==> src/rtl/uart_rx.sv <==
// 8N1 LSB-first UART receiver with a one-byte holding register and
// ready / overrun / framing-error status for the DataMemory MMIO window.
module uart_rx #(
  parameter int unsigned CLKS_PER_BIT = 868
) (
  input  logic       clk,
  input  logic       rst_n,
  input  logic       rx_in,
  input  logic       rd_en,
  output logic [7:0] rx_data,
  output logic       rx_ready,
  output logic       overrun,
  output logic       frame_err,
  output logic       busy
);

  localparam int unsigned CW = $clog2(CLKS_PER_BIT);
  localparam int unsigned H  = CLKS_PER_BIT / 2;
  localparam logic [CW-1:0] BIT_LAST  = CW'(CLKS_PER_BIT - 1);
  localparam logic [CW-1:0] HALF_LAST = CW'(H - 1);

  typedef enum logic [2:0] {
    S_IDLE,
    S_START,
    S_DATA,
    S_STOP,
    S_WAIT_IDLE
  } state_e;

  state_e        state_q, state_d;
  logic          sync1_q, sync2_q;
  logic          rx_s;
  logic [CW-1:0] cnt_q, cnt_d;
  logic [2:0]    idx_q, idx_d;
  logic [7:0]    shift_q, shift_d;
  logic [7:0]    data_q, data_d;
  logic          ready_q, ready_d;
  logic          ovr_q, ovr_d;
  logic          fe_q, fe_d;

  assign rx_s = sync2_q;

  always_comb begin
    state_d = state_q;
    cnt_d   = cnt_q;
    idx_d   = idx_q;
    shift_d = shift_q;
    data_d  = data_q;
    ready_d = ready_q;
    ovr_d   = ovr_q;
    fe_d    = fe_q;

    // A CPU read clears status first so that a byte completing on the same
    // edge can re-assert rx_ready without raising overrun.
    if (rd_en) begin
      ready_d = 1'b0;
      ovr_d   = 1'b0;
      fe_d    = 1'b0;
    end

    unique case (state_q)
      S_IDLE: begin
        cnt_d = '0;
        if (!rx_s) state_d = S_START;
      end
      S_START: begin
        if (cnt_q == HALF_LAST) begin
          cnt_d   = '0;
          idx_d   = '0;
          state_d = rx_s ? S_IDLE : S_DATA;
        end else begin
          cnt_d = cnt_q + CW'(1);
        end
      end
      S_DATA: begin
        if (cnt_q == BIT_LAST) begin
          cnt_d          = '0;
          shift_d[idx_q] = rx_s;
          if (idx_q == 3'd7) state_d = S_STOP;
          else               idx_d   = idx_q + 3'd1;
        end else begin
          cnt_d = cnt_q + CW'(1);
        end
      end
      S_STOP: begin
        if (cnt_q == BIT_LAST) begin
          cnt_d = '0;
          if (rx_s) begin
            data_d  = shift_q;
            ready_d = 1'b1;
            if (ready_q && !rd_en) ovr_d = 1'b1;
            state_d = S_IDLE;
          end else begin
            fe_d    = 1'b1;
            state_d = S_WAIT_IDLE;
          end
        end else begin
          cnt_d = cnt_q + CW'(1);
        end
      end
      S_WAIT_IDLE: begin
        if (rx_s) state_d = S_IDLE;
      end
      default: state_d = S_IDLE;
    endcase
  end

  always_ff @(posedge clk) begin
    if (!rst_n) begin
      sync1_q <= 1'b1;
      sync2_q <= 1'b1;
      state_q <= S_IDLE;
      cnt_q   <= '0;
      idx_q   <= '0;
      shift_q <= '0;
      data_q  <= '0;
      ready_q <= 1'b0;
      ovr_q   <= 1'b0;
      fe_q    <= 1'b0;
    end else begin
      sync1_q <= rx_in;
      sync2_q <= sync1_q;
      state_q <= state_d;
      cnt_q   <= cnt_d;
      idx_q   <= idx_d;
      shift_q <= shift_d;
      data_q  <= data_d;
      ready_q <= ready_d;
      ovr_q   <= ovr_d;
      fe_q    <= fe_d;
    end
  end

  assign rx_data   = data_q;
  assign rx_ready  = ready_q;
  assign overrun   = ovr_q;
  assign frame_err = fe_q;
  assign busy      = (state_q != S_IDLE);

endmodule

==> config.mk <==
export PLATFORM = sky130hd
export DESIGN_NAME = uart_rx
export DESIGN_NICKNAME = d
export VERILOG_FILES = /design/src/rtl/uart_rx.sv
export SDC_FILE = /design/constraint.sdc
export NUM_CORES = 1
export LEC_CHECK = 0
export ABC_AREA = 1
export CAP_MARGIN = 40
export CORE_MARGIN = 4
export CORE_UTILIZATION = 30
export DETAILED_ROUTE_END_ITERATION = 6
export GPL_ROUTABILITY_DRIVEN = 0
export PLACE_DENSITY = 0.51
export SLEW_MARGIN = 30
export SYNTH_ARGS = -nofsm -noshare
export SYNTH_HDL_FRONTEND = slang
export SYNTH_SLANG_ARGS = --single-unit
==> constraint.sdc <==
create_clock -name clk -period 1.5 [get_ports clk]
set_clock_uncertainty 0.1 [all_clocks]
set_input_delay 0.3 -clock clk [delete_from_list [all_inputs] [get_ports clk]]
set_output_delay 0.3 -clock clk [all_outputs]
set_load 0.01 [all_outputs]
# Word level (Yosys, flattened, before mapping)
# Index checks and enable logic that the tools add are counted.
# classes
add_sub_neg,2
n_lt_le_gt_ge,2
eq_ne,14
n_mux,32
n_reduce_logical,12
# op_table
operator,count
3-bit 2-to-1 mux,10
10-bit one-hot mux with 3 select lines,1
10-bit 2-to-1 mux,2
3-bit one-hot mux with 5 select lines,1
1-bit 2-to-1 mux,14
2-bit != test (second input constant),7
10-bit by 1-bit adder with 10-bit output (second input constant),1
10-bit == test (second input constant),1
10-bit by 9-bit == test with 1-bit output (second input constant),1
8-bit bitwise mux,1
3-bit by 2-bit == test with 1-bit output (second input constant),2
3-bit == test (second input constant),2
3-bit one-hot mux with 2 select lines,1
6-bit AND reduction,1
3-bit nonzero test,2
3-bit by 4-bit < comparator with 1-bit output (second input constant),1
4-bit AND reduction,1
3-bit by 1-bit adder with 3-bit output (second input constant),1
1-bit demux with 3-bit select,1
3-bit by 1-bit == test with 1-bit output (second input constant),1
3-bit by 1-bit greater-or-equal comparator with 1-bit output (second input constant),1
3-bit logical NOT,1
3-bit AND reduction,1
1-bit logical AND,2
5 further kinds,5
# totals
reg_bits,37
input_bits,4

# Logic depth before layout (Yosys ltp)
# depth
ltp_word,6
mapped_depth,12
depth_no_buf,12

# Least setup slack after synthesis
# No wires, ideal clock.
# synth_path
kind,register to register
start,register cnt_q[0]
end,register data_q[0] (netlist: rx_data[0])
setup_ns,0.116
t_arrival_ns,1.468
setup_slack_ns,-0.183
path_stages_with_launch,9
n_path_buf,0
path_cell_list,dfxtp_1 ha_1 nand3_1 nor2_1 nand2_4 nor3_4 inv_2 o21ai_0 nor2_1
# synth_via
elab_chain_cells,2
# synth_lines
item,line_no,text
start: declaration,33,"logic [CW-1:0] cnt_q, cnt_d;"
start signal: assignment,124,cnt_q <= cnt_d;
10-bit == test,86,if (cnt_q == BIT_LAST) begin
3-bit AND reduction (no source line),--,
end signal: assignment,127,data_q <= data_d;
end: declaration,36,"logic [7:0] data_q, data_d;"
# No other way between the ends.
# A chain may end at the register's enable or synchronous reset.

# Final worst setup path
# layout_path
start,register cnt_q[0]
end,register cnt_q[7]
# layout_via
elab_chain_cells,3
word_cells_on_any_way,6
classes_between,add/sub: 1; eq/ne: 2; mux: 3
# layout_lines
item,line_no,text
10-bit by 1-bit adder with 10-bit output (tied with other cells),"72, 82, 98",
"10-bit 2-to-1 mux, on equally long branches","76, 86, 67",
10-bit one-hot mux with 3 select lines (*),61,unique case (state_q)
# Every way passes the cells marked *; elsewhere a longest branch is shown, timed or not.

==> flow_metrics.tcl <==
set metrics [dict create \
    status "complete, but fails checks" \
    violations "setup timing" \
    cp-start-kind "flop" \
    drc_errors 0 \
    cp_slowest_cell "dfxtp_4" \
    core-area_sq_um 6314 \
    required_ns 1.57 \
    die_x_microns 88.33 \
    cts_tree "built" \
    syn_area_sq_um 1936 \
    whs_path_depth 1 \
    ys_ff_latch 37 \
    grt_max_degree 30 \
    yosysTopAreaCell "dfxtp_1" \
    hp-class "flop to flop" \
    worstSetupPathType "flop to flop" \
    period_share_pct 105.6 \
    post-synth-top-count-cell "nand2_1" \
    min_from "sync1_q" \
    syn_nets 286 \
    area.growth.synth_to_final_pct 46.35 \
    ir_drop_mv 0.5852 \
    synthArstFlopShare_pct 0 \
    dp_hpwl_microns 3274 \
    rr_worst_depth 10 \
    yosysWarnings 0 \
    drt-initial-drc-count 53 \
    end_kind "flop" \
    layout-drive-gt1-share_pct 36.20 \
    antenna_left 0 \
    syn_area_per_cell_sq_um 6.988 \
    power_density_nw_per_um2 1364 \
    first_pass_iters 4 \
    fin_nets 345 \
    syn_inst 277 \
    cp.arrival_ns 1.65 \
    grt_use_total_pct 12.46 \
    worstMarginPinSlew_ns 0.3658 \
    die_h_microns 88.33 \
    post-place-ws_ns -0.1279 \
    relSlewSlack_pct 75.59 \
    wl_per_cell_microns 10.75 \
    synth_cell_type_count 29 \
    vias_per_cell 4.471 \
    crit_fanout 5 \
    grt_pass1_wl_microns 7652 \
    root_buffer "clkbuf_8" \
    wl_microns 4452 \
    cap_violations 0 \
    cts_buffers 5 \
    insertion_delay_ns 0.30 \
    synth_commonest_cells "nand2_1, nor2_1, inv_1" \
    total_power_uw 3863 \
    synth_top_area_share_pct 38.27 \
    htreeDepth 2 \
    routed-via-count 1851 \
    rsz0062_at_grt "yes" \
    setup_ws_ns -0.08460 \
    min_to "rx_s" \
    rows 29 \
    fin_crit_ns 1.585 \
    tns_ns -0.7988 \
    cts.clk_slew.worst_paths_ns 0.08 \
    reg2reg_to "cnt_q[7]" \
    hold_ws_ns 0.3117 \
    io_pins 16 \
    finalSetupViolCount 15 \
    overflow 0 \
    ys_top_cells_by_area "dfxtp_1, nand2_1, nor2_1" \
    r2r_setup_slack_ns -0.08 \
    grt_pass1_vias 1738 \
    hold_viol 0 \
    leakage_uw 0.001306 \
    r2r-start "cnt_q[0]" \
    port_buffers 15 \
    antenna_cells 0 \
    cts.sinks 37 \
    synth_flop_cell "dfxtp_1" \
    critPathMaxStageDelay_ns 0.36 \
    synth_edf_count 0 \
    clockBufferDepth 2 \
    cp_cell_sequence "buf_4 -> ha_4 -> inv_2 -> nor2_2 -> nand4_1 -> nand2_2 -> nand2_2 -> buf_4 -> nand2_1 -> a21oi_2" \
    seq_area_frac_synth_pct 38.27 \
    fmax_mhz 631.1 \
    slew_viol_final 0 \
    antenna_found_initial 0 \
    dieArea_sq_um 7801 \
    initial_core_util_pct 30.66 \
]
## worst max-delay path by stage
stage          startpoint         end  slack (ns)  cells past startpoint
2_1_floorplan    cnt_q[1]  rx_data[0]       -0.07                      8
3_3_place_gp     cnt_q[1]  state_q[1]       -0.11                     11
3_5_place_dp     cnt_q[1]    idx_q[0]       -0.13                     13
4_1_cts          cnt_q[1]    idx_q[0]       -0.09                     13
5_1_grt          cnt_q[1]    cnt_q[9]       -0.17                     11
6_report         cnt_q[0]    cnt_q[7]       -0.08                     10
## routing by layer
layer	wire (microns)	up-vias	global-route usage, %
met3	158	6	2.980
li1	-	989	-
met4	73	0	4.945
met1	2184	831	16.11
met5	0	-	0
met2	2036	25	19.99
## area by class of cell
type,count,area (sq um)
well taps,77,96.34
clock inverters,3,46.29
repair buffers,57,499.2
flip-flops and latches,37,754.5
multi-input cells,190,1191
inverters,45,176.4
clock buffers,5,68.82
fillers,651,3481
## critical path: cells and delay by family, from the launching register on
| family | cells | cell delay, ns |
|---|---|---|
| buffers and inverters | 3 | 0.33 |
| flip-flops | 1 | 0.36 |
| adder cells (fa/ha/maj) | 1 | 0.13 |
| AND/OR/NAND/NOR | 5 | 0.48 |
| AO/OA/AOI/OAI | 1 | 0.05 |
## cells in the final DEF (no fill, tap or decap), drive strengths merged, types with 2 or more instances in the layout
cell type,Yosys,final
nand2,66,66
nor2,47,47
inv,44,44
buf,4,42
dfxtp,37,37
o21ai,17,17
nand3,15,15
nor3,14,14
a21oi,12,12
dlygate4sd2,0,11
nand4,6,6
clkbuf,1,6
ha,5,5
clkdlybuf4s50,0,3
xor2,2,2
or2,2,2
clkinv,1,2
## timing repair
action                                  CTS  global route
pin swaps                                11            11
gates resized for setup                  30            49
endpoints found under the setup margin   40            35
hold buffers                              0             0
setup buffers                             1             2
## flip-flops by register name, indices dropped and copies added (netlist names)
register,cells
cnt_q,10
rx_data,8
shift_q,8
idx_q,3
state_q,3
frame_err,1
overrun,1
rx_ready,1
rx_s,1
sync1_q,1
## logic make-up after synthesis
group	synth area share, %
compound gates	8.274
xor+xnor	1.358
fa+ha+maj	3.232
buf+inv	11.05
flops	38.27
simple gates	37.82
## report_power, final
part           total [uW]  internal, uW  switching (uW)
clock network         881           498             384
logic                1810           723            1090
registers            1170          1080            86.5
total                3860          2300            1560
## stage by stage
step / util (%) / instance area, sq um / std cells
floorplan: - / 1976 / 277
global placement: 39.52 / 2495 / 403
detailed placement: 39.52 / 2495 / 403
CTS: 41.93 / 2648 / 412
global route: 44.87 / 2833 / 414
finish: 44.87 / 2833 / 414
Note: power is estimated with default switching activity, not from simulation.
